File: config.mk
export PLATFORM = sky130hd
export DESIGN_NAME = instr_fetch_decode_flat
export DESIGN_NICKNAME = d
export VERILOG_FILES = /design/src/rtl/cpu_pkg.sv /design/src/rtl/instr_fetch_decode_if.sv /design/src/rtl/instr_decoder.sv /design/src/rtl/instr_fetch_decode.sv /design/src/flat_wrapper.sv
export SDC_FILE = /design/constraint.sdc
export NUM_CORES = 1
export LEC_CHECK = 0
export ABC_AREA = 1
export CAP_MARGIN = 20
export CORE_UTILIZATION = 30
export CTS_BUF_LIST = sky130_fd_sc_hd__clkbuf_16
export CTS_CLUSTER_SIZE = 20
export DETAILED_ROUTE_END_ITERATION = 10
export GPL_TIMING_DRIVEN = 1
export PLACE_DENSITY = 0.58
export SYNTH_ARGS = -nofsm -noshare
export SYNTH_HDL_FRONTEND = slang
export SYNTH_SLANG_ARGS = --single-unit
export TNS_END_PERCENT = 1
File: constraint.sdc
create_clock -name CLK -period 4.4 [get_ports CLK]
set_input_delay 0.66 -clock CLK [delete_from_list [all_inputs] [get_ports CLK]]
set_output_delay 0.66 -clock CLK [all_outputs]
set_load 0.05 [all_outputs]
File: src/rtl/cpu_pkg.sv
// cpu_pkg: opcodes, ALU encodings, FSM states and IR field positions shared by the fetch/decode stage.
// Opcode 0xFF is HALT only when HALT_OPCODE_EN is defined.
package cpu_pkg;
    localparam logic [7:0] OP_LOADI = 8'h00;
    localparam logic [7:0] OP_MOV   = 8'h01;
    localparam logic [7:0] OP_ADD   = 8'h02;
    localparam logic [7:0] OP_SUB   = 8'h03;
    localparam logic [7:0] OP_AND   = 8'h04;
    localparam logic [7:0] OP_OR    = 8'h05;
    localparam logic [7:0] OP_J     = 8'h06;
    localparam logic [7:0] OP_BEQ   = 8'h07;
    localparam logic [7:0] OP_HALT  = 8'hFF;
    localparam logic [2:0] ALU_FWD = 3'b000;
    localparam logic [2:0] ALU_ADD = 3'b001;
    localparam logic [2:0] ALU_AND = 3'b010;
    localparam logic [2:0] ALU_OR  = 3'b011;
    localparam int OP_LO = 24;
    localparam int RD_LO = 16;
    localparam int RT_LO = 8;
    localparam int RS_LO = 0;
    typedef enum logic [1:0] {S_FETCH, S_EXEC, S_HALT} state_t;
endpackage

File: src/rtl/instr_fetch_decode_if.sv
// instr_fetch_decode_if: instruction-memory handshake, downstream status and decode outputs.
interface instr_fetch_decode_if #(parameter int PC_W = 32, parameter int RF_AW = 3);
    logic             IMEM_READ;
    logic [PC_W-1:0]  IMEM_ADDR;
    logic             IMEM_BUSYWAIT;
    logic [31:0]      IMEM_INSTR;
    logic             STALL;
    logic             ZERO;
    logic [RF_AW-1:0] INADDRESS;
    logic [RF_AW-1:0] OUT1ADDRESS;
    logic [RF_AW-1:0] OUT2ADDRESS;
    logic             WRITE;
    logic [7:0]       IMMEDIATE;
    logic [2:0]       ALUOP;
    logic             IMM_SEL;
    logic             NEG_SEL;
    logic [PC_W-1:0]  PC;
    logic             ILLEGAL;
    modport master (
        output IMEM_READ, IMEM_ADDR, INADDRESS, OUT1ADDRESS, OUT2ADDRESS, WRITE,
               IMMEDIATE, ALUOP, IMM_SEL, NEG_SEL, PC, ILLEGAL,
        input  IMEM_BUSYWAIT, IMEM_INSTR, STALL, ZERO
    );
    modport slave (
        input  IMEM_READ, IMEM_ADDR, INADDRESS, OUT1ADDRESS, OUT2ADDRESS, WRITE,
               IMMEDIATE, ALUOP, IMM_SEL, NEG_SEL, PC, ILLEGAL,
        output IMEM_BUSYWAIT, IMEM_INSTR, STALL, ZERO
    );
endinterface

File: src/rtl/instr_decoder.sv
// instr_decoder: combinational opcode decode into ALU controls, write type and control-flow flags.
// With HALT_OPCODE_EN defined, 0xFF decodes as halt instead of illegal.
module instr_decoder
    import cpu_pkg::*;
(
    input  logic [7:0] op,
    output logic [2:0] aluop,
    output logic       imm_sel,
    output logic       neg_sel,
    output logic       wr,
    output logic       illegal,
    output logic       jump,
    output logic       branch,
    output logic       halt
);
    always_comb begin
        aluop = ALU_FWD;
        imm_sel = 1'b0;
        neg_sel = 1'b0;
        wr = 1'b0;
        illegal = 1'b0;
        jump = 1'b0;
        branch = 1'b0;
        halt = 1'b0;
        case (op)
            OP_LOADI: begin imm_sel = 1'b1; wr = 1'b1; end
            OP_MOV:   wr = 1'b1;
            OP_ADD:   begin aluop = ALU_ADD; wr = 1'b1; end
            OP_SUB:   begin aluop = ALU_ADD; neg_sel = 1'b1; wr = 1'b1; end
            OP_AND:   begin aluop = ALU_AND; wr = 1'b1; end
            OP_OR:    begin aluop = ALU_OR; wr = 1'b1; end
            OP_J:     jump = 1'b1;
            OP_BEQ:   begin aluop = ALU_ADD; neg_sel = 1'b1; branch = 1'b1; end
`ifdef HALT_OPCODE_EN
            OP_HALT:  halt = 1'b1;
`endif
            default:  illegal = 1'b1;
        endcase
    end
endmodule

File: src/rtl/instr_fetch_decode.sv
// instr_fetch_decode: PC, IR and FETCH/EXEC(/HALT) control ahead of the register file.
// HALT_OPCODE_EN adds the HALT state reached through opcode 0xFF.
module instr_fetch_decode
    import cpu_pkg::*;
#(
    parameter int              PC_W     = 32,
    parameter int              RF_AW    = 3,
    parameter logic [PC_W-1:0] RESET_PC = '0
) (
    input logic                   CLK,
    input logic                   RESET,
    instr_fetch_decode_if.master  bus
);
    state_t          state, next;
    logic [31:0]     ir;
    logic [PC_W-1:0] pc, pc_inc, target, next_pc;
    logic [2:0]      aluop;
    logic            imm_sel, neg_sel, wr, illegal, jump, branch, halt, exec, unused;

    instr_decoder u_dec (
        .op(ir[OP_LO +: 8]), .aluop(aluop), .imm_sel(imm_sel), .neg_sel(neg_sel), .wr(wr),
        .illegal(illegal), .jump(jump), .branch(branch), .halt(halt)
    );

    assign exec    = state == S_EXEC;
    assign pc_inc  = pc + PC_W'(4);
    assign target  = pc_inc + {{(PC_W-10){ir[RD_LO+7]}}, ir[RD_LO +: 8], 2'b00};
    assign next_pc = (jump || (branch && bus.ZERO)) ? target : pc_inc;
    assign unused  = ^ir[15:11];

    always_ff @(posedge CLK or negedge RESET)
        if (!RESET) state <= S_FETCH;
        else state <= next;

    always_comb begin
        next = state;
        if (state == S_FETCH && !bus.IMEM_BUSYWAIT) next = S_EXEC;
        if (exec && !bus.STALL) next = halt ? S_HALT : S_FETCH;
    end

    // a halting instruction leaves the PC on itself
    always_ff @(posedge CLK or negedge RESET)
        if (!RESET) begin
            pc <= RESET_PC & ~PC_W'(3);
            ir <= '0;
        end else begin
            if (state == S_FETCH && !bus.IMEM_BUSYWAIT) ir <= bus.IMEM_INSTR;
            if (exec && !bus.STALL && !halt) pc <= next_pc;
        end

    always_comb begin
        bus.IMEM_READ   = RESET && state == S_FETCH;
        bus.IMEM_ADDR   = pc;
        bus.PC          = pc;
        bus.INADDRESS   = ir[RD_LO +: RF_AW];
        bus.OUT1ADDRESS = ir[RT_LO +: RF_AW];
        bus.OUT2ADDRESS = ir[RS_LO +: RF_AW];
        bus.IMMEDIATE   = ir[RS_LO +: 8];
        bus.WRITE       = exec && wr;
        bus.ALUOP       = exec ? aluop : ALU_FWD;
        bus.IMM_SEL     = exec && imm_sel;
        bus.NEG_SEL     = exec && neg_sel;
        bus.ILLEGAL     = exec && illegal && !bus.STALL;
    end
endmodule
File: src/flat_wrapper.sv
// flat-port wrapper written by rule: the top's interface ports become plain ports
module instr_fetch_decode_flat import cpu_pkg::*;
#(
    parameter int              PC_W     = 32,
    parameter int              RF_AW    = 3,
    parameter logic [PC_W-1:0] RESET_PC = '0
)
  (CLK, RESET, bus_IMEM_READ, bus_IMEM_ADDR, bus_INADDRESS, bus_OUT1ADDRESS, bus_OUT2ADDRESS, bus_WRITE, bus_IMMEDIATE, bus_ALUOP, bus_IMM_SEL, bus_NEG_SEL, bus_PC, bus_ILLEGAL, bus_IMEM_BUSYWAIT, bus_IMEM_INSTR, bus_STALL, bus_ZERO);
  instr_fetch_decode_if #(.PC_W(PC_W), .RF_AW(RF_AW)) bus_i ();
  input logic CLK;
  input logic RESET;
  output wire logic [$bits(bus_i.IMEM_READ)-1:0] bus_IMEM_READ;
  output wire logic [$bits(bus_i.IMEM_ADDR)-1:0] bus_IMEM_ADDR;
  output wire logic [$bits(bus_i.INADDRESS)-1:0] bus_INADDRESS;
  output wire logic [$bits(bus_i.OUT1ADDRESS)-1:0] bus_OUT1ADDRESS;
  output wire logic [$bits(bus_i.OUT2ADDRESS)-1:0] bus_OUT2ADDRESS;
  output wire logic [$bits(bus_i.WRITE)-1:0] bus_WRITE;
  output wire logic [$bits(bus_i.IMMEDIATE)-1:0] bus_IMMEDIATE;
  output wire logic [$bits(bus_i.ALUOP)-1:0] bus_ALUOP;
  output wire logic [$bits(bus_i.IMM_SEL)-1:0] bus_IMM_SEL;
  output wire logic [$bits(bus_i.NEG_SEL)-1:0] bus_NEG_SEL;
  output wire logic [$bits(bus_i.PC)-1:0] bus_PC;
  output wire logic [$bits(bus_i.ILLEGAL)-1:0] bus_ILLEGAL;
  input wire logic [$bits(bus_i.IMEM_BUSYWAIT)-1:0] bus_IMEM_BUSYWAIT;
  input wire logic [$bits(bus_i.IMEM_INSTR)-1:0] bus_IMEM_INSTR;
  input wire logic [$bits(bus_i.STALL)-1:0] bus_STALL;
  input wire logic [$bits(bus_i.ZERO)-1:0] bus_ZERO;
  assign bus_IMEM_READ = bus_i.IMEM_READ;
  assign bus_IMEM_ADDR = bus_i.IMEM_ADDR;
  assign bus_INADDRESS = bus_i.INADDRESS;
  assign bus_OUT1ADDRESS = bus_i.OUT1ADDRESS;
  assign bus_OUT2ADDRESS = bus_i.OUT2ADDRESS;
  assign bus_WRITE = bus_i.WRITE;
  assign bus_IMMEDIATE = bus_i.IMMEDIATE;
  assign bus_ALUOP = bus_i.ALUOP;
  assign bus_IMM_SEL = bus_i.IMM_SEL;
  assign bus_NEG_SEL = bus_i.NEG_SEL;
  assign bus_PC = bus_i.PC;
  assign bus_ILLEGAL = bus_i.ILLEGAL;
  assign bus_i.IMEM_BUSYWAIT = bus_IMEM_BUSYWAIT;
  assign bus_i.IMEM_INSTR = bus_IMEM_INSTR;
  assign bus_i.STALL = bus_STALL;
  assign bus_i.ZERO = bus_ZERO;
  instr_fetch_decode #(.PC_W(PC_W), .RF_AW(RF_AW), .RESET_PC(RESET_PC)) u_core (.CLK(CLK), .RESET(RESET), .bus(bus_i));
endmodule
==> impl_metrics.csv <==
group,metric,value,unit
status,status,"complete, no violations",
route,wirelength,17900,um
timing,maxSlewViolCount,0,
power_and_ir_drop,p_per_area,828,nW/um2
layout,drive_gt1_frac,0.0685,
global_routing,grt_pass1_wl,28500,um
layout,syn_to_final_growth,22.9,%
yosys,netlist_area,6060,um2
floorplan,rows,51,
timing,maxSlewHeadroom,0.470,
clocking,htreeDepth,3,
layout,mostFrequentLayoutCell,"nand2_1",
clocking,root_buffer,"clkbuf_16",
yosys,ys_ff_latch,58,
worst_setup_path,critPathKind,"register to register",
timing,skew,0.00637,ns
clocking,worstSkewPairLatency,0.34,ns
clocking,hold_buffers,0,
power_and_ir_drop,p_leak,3.79,nW
worst_setup_path,rr_worst_depth,17,
placed_design,gp_congestion,0.938,
yosys,synth_top_cell_by_area,"dfrtp_1",
worst_setup_path,crit_family,"simple AND/OR/NAND/NOR gates",
worst_hold_path,hold_path.class,"input port to asynchronous set/reset pin",
yosys,yosysSeqAreaShare,0.240,
yosys,syn_avg_cell_area,6.39,um2
yosys,synthCells,948,
route,remaining_drc_errors,0,
floorplan,die_h,144,um
global_routing,grt_usage,0.180,
power_and_ir_drop,power,6.17,mW
worst_setup_path,crit_path_frequent_cell,"nand2_1",
layout,antenna_cells,0,
clocking,clkSlewWorstSetupHoldPaths,0.06,ns
worst_setup_path,crit_arrival,3.48,ns
yosys,synth-warning-count,0,
placed_design,hpwl,14100,um
placed_design,portBuffers,115,
timing,min_period,3.25,ns
worst_setup_path,cp-end-kind,"register",
clocking,cts_buffer_depth,2,
run,drv_cap,0,
route,wire_per_inst,13.9,um
timing,setup_viol_count_final,0,
route,vias_per_cell,4.60,
worst_setup_path,cp-start-kind,"register",
worst_setup_path,critPathMaxFanout,8,
route,drt_iter0_markers,425,
route,ant_nets,0,
worst_setup_path,cp_slowest_cell,"dfrtp_1",
worst_setup_path,ff2ff_setup_slack,1.15,ns
clocking,numCtsBuffers,9,
floorplan,die_x,144,um
layout,final_cell_mix,"nand2_1, inv_1, clkdlybuf4s50_1",
floorplan,floorplan.initialDensity,0.308,
timing,rsz0062_at_grt,"no",
clocking,postCtsResizedCells,0,
floorplan,io-pin-count,126,
route,firstDrtPassIters,7,
yosys,synth.distinct_cells,43,
clocking,cts_setup_buffers,0,
clocking,cts_tree,"built",
yosys,synth_area_leaders,"dfrtp_1, nand2_1, inv_1, ha_1, buf_4",
timing,finalHoldViolations,0,
timing,fin_setup_tns,0,ns
layout,fin_nets,1093,
global_routing,grt_pass1_vias,5458,
floorplan,placeableCoreArea,19700,um2
global_routing,gr-total-overflow,0,
timing,fin_crit_sh,0.739,
worst_setup_path,max_stage_delay,0.54,ns
power_and_ir_drop,ir_worst_vdd,228,uV
floorplan,dieArea,20800,um2
timing,max_freq,308,MHz
worst_setup_path,cp_cell_sequence,"ha_1, inv_1, nor2_2, nand2_1, o21ai_0, and2_1, ha_1, a21oi_1, o21bai_1, inv_1, nand2_1, a21oi_1, nand2_1, nand2_1, nand3_1, nand2_1, nand2_1",
global_routing,antenna_found_initial,0,
yosys,synth_top_area_frac,0.240,
worst_setup_path,crit_buf_inv,2,
layout,fillers,2115,
worst_setup_path,cp.required,4.63,ns
timing,max_slew.worst_pin.slew,0.795,ns
clocking,cts_sinks,58,
global_routing,grt_max_degree,59,
route,vias,5925,
worst_setup_path,worstSetupPathDepth,17,
## cells in the mapped netlist
| cell type | count |
|---|---|
| nor4_1 | 1 |
| o31ai_1 | 1 |
| xnor2_1 | 8 |
| nor2_4 | 1 |
| o21ai_0 | 32 |
| fa_1 | 1 |
| nor3_2 | 2 |
| a21oi_1 | 46 |
| conb_1 | 1 |
| nor2_8 | 2 |
| o21ai_1 | 5 |
| mux2_2 | 18 |
| o21bai_1 | 7 |
| inv_1 | 133 |
| nand2_1 | 277 |
| ha_1 | 37 |
| or2_2 | 3 |
| nand2_4 | 2 |
| and2_1 | 4 |
| nor2_2 | 5 |
| dfrtp_1 | 58 |
| a21oi_2 | 1 |
| buf_2 | 5 |
| clkbuf_1 | 6 |
| nand3_1 | 70 |
| a31oi_1 | 5 |
| o31ai_2 | 1 |
| nand3b_1 | 5 |
| inv_2 | 7 |
| nand2_2 | 3 |
| buf_6 | 2 |
| xor2_1 | 13 |
| nand4_1 | 12 |
| o21a_1 | 1 |
| nor2_1 | 99 |
| nand3_2 | 2 |
| clkinv_1 | 2 |
| nor3_1 | 9 |
| nand4_2 | 1 |
| buf_4 | 52 |
| a22oi_1 | 2 |
| or2_0 | 1 |
| a21o_1 | 5 |
## registers in the layout, indices dropped and copies added, names as in the netlist
name / flops
u_core.bus.IMEM_ADDR: 30
u_core.ir: 27
u_core.state: 1
## metal layers
layer	track usage	up-vias	part of all wire
met5	0	-	0
met4	0.0577	0	0.020
met3	0.0215	22	0.046
met2	0.286	142	0.45
met1	0.251	2674	0.49
li1	-	3087	-
## per-stage QoR
stage | cell area [um2] | utilization | setup slack [ns] | hold slack [ns] | std cells
3_5_place_dp | 7130 | 0.363 | 1.17 | 0.495 | 1272
4_1_cts | 7450 | 0.379 | 1.14 | 0.507 | 1287
6_report | 7450 | 0.379 | 1.15 | 0.493 | 1287
5_1_grt | 7450 | 0.379 | 0.821 | 0.527 | 1287
2_1_floorplan | 6070 | - | 1.51 | 0.364 | 952
3_3_place_gp | 7130 | 0.363 | 1.18 | 0.489 | 1272
## worst paths after layout
kind	start	end
hold / removal	RESET	u_core.ir[9]
hold reg to reg	u_core.ir[4]	u_core.ir[4]
max in group asynchronous	RESET	u_core.bus.IMEM_ADDR[25]
min in group CLK	u_core.ir[4]	u_core.ir[4]
setup reg to reg	u_core.bus.IMEM_ADDR[2]	u_core.bus.IMEM_ADDR[29]
setup / recovery	u_core.bus.IMEM_ADDR[2]	u_core.bus.IMEM_ADDR[29]
## power breakdown
| group | internal [mW] | switching [mW] |
|---|---|---|
| Clock | 0.494 | 0.278 |
| Sequential | 0.723 | 0.304 |
| Combinational | 1.45 | 2.92 |
## cell families after synthesis
logic type | synth area share
AO/OA/AOI/OAI | 0.0971
XOR/XNOR | 0.0304
adder cells (fa/ha/maj) | 0.0797
buffers and inverters | 0.164
flip-flops | 0.240
multiplexers | 0.0335
other | 0.000619
AND/OR/NAND/NOR | 0.355
## area by class of cell
type                    instances  area (um2)  area share
inverters                     142         533      0.0716
well taps                     265         332      0.0445
repair buffers                120        1180       0.159
clock inverters                 6        91.3      0.0123
flip-flops and latches         58        1450       0.195
clock buffers                   9         225      0.0302
multi-input cells             687        3630       0.488
## worst register-to-register path: cells and delay by family (launching register included)
kind	cells	cell delay (ns)
AOI/OAI and AO/OA	4	0.85
adders and majority gates	2	0.58
buffers and inverters	2	0.12
DFF	1	0.54
and+or+nand+nor	9	1.06
No activity file was read; power rests on OpenSTA's default activity.
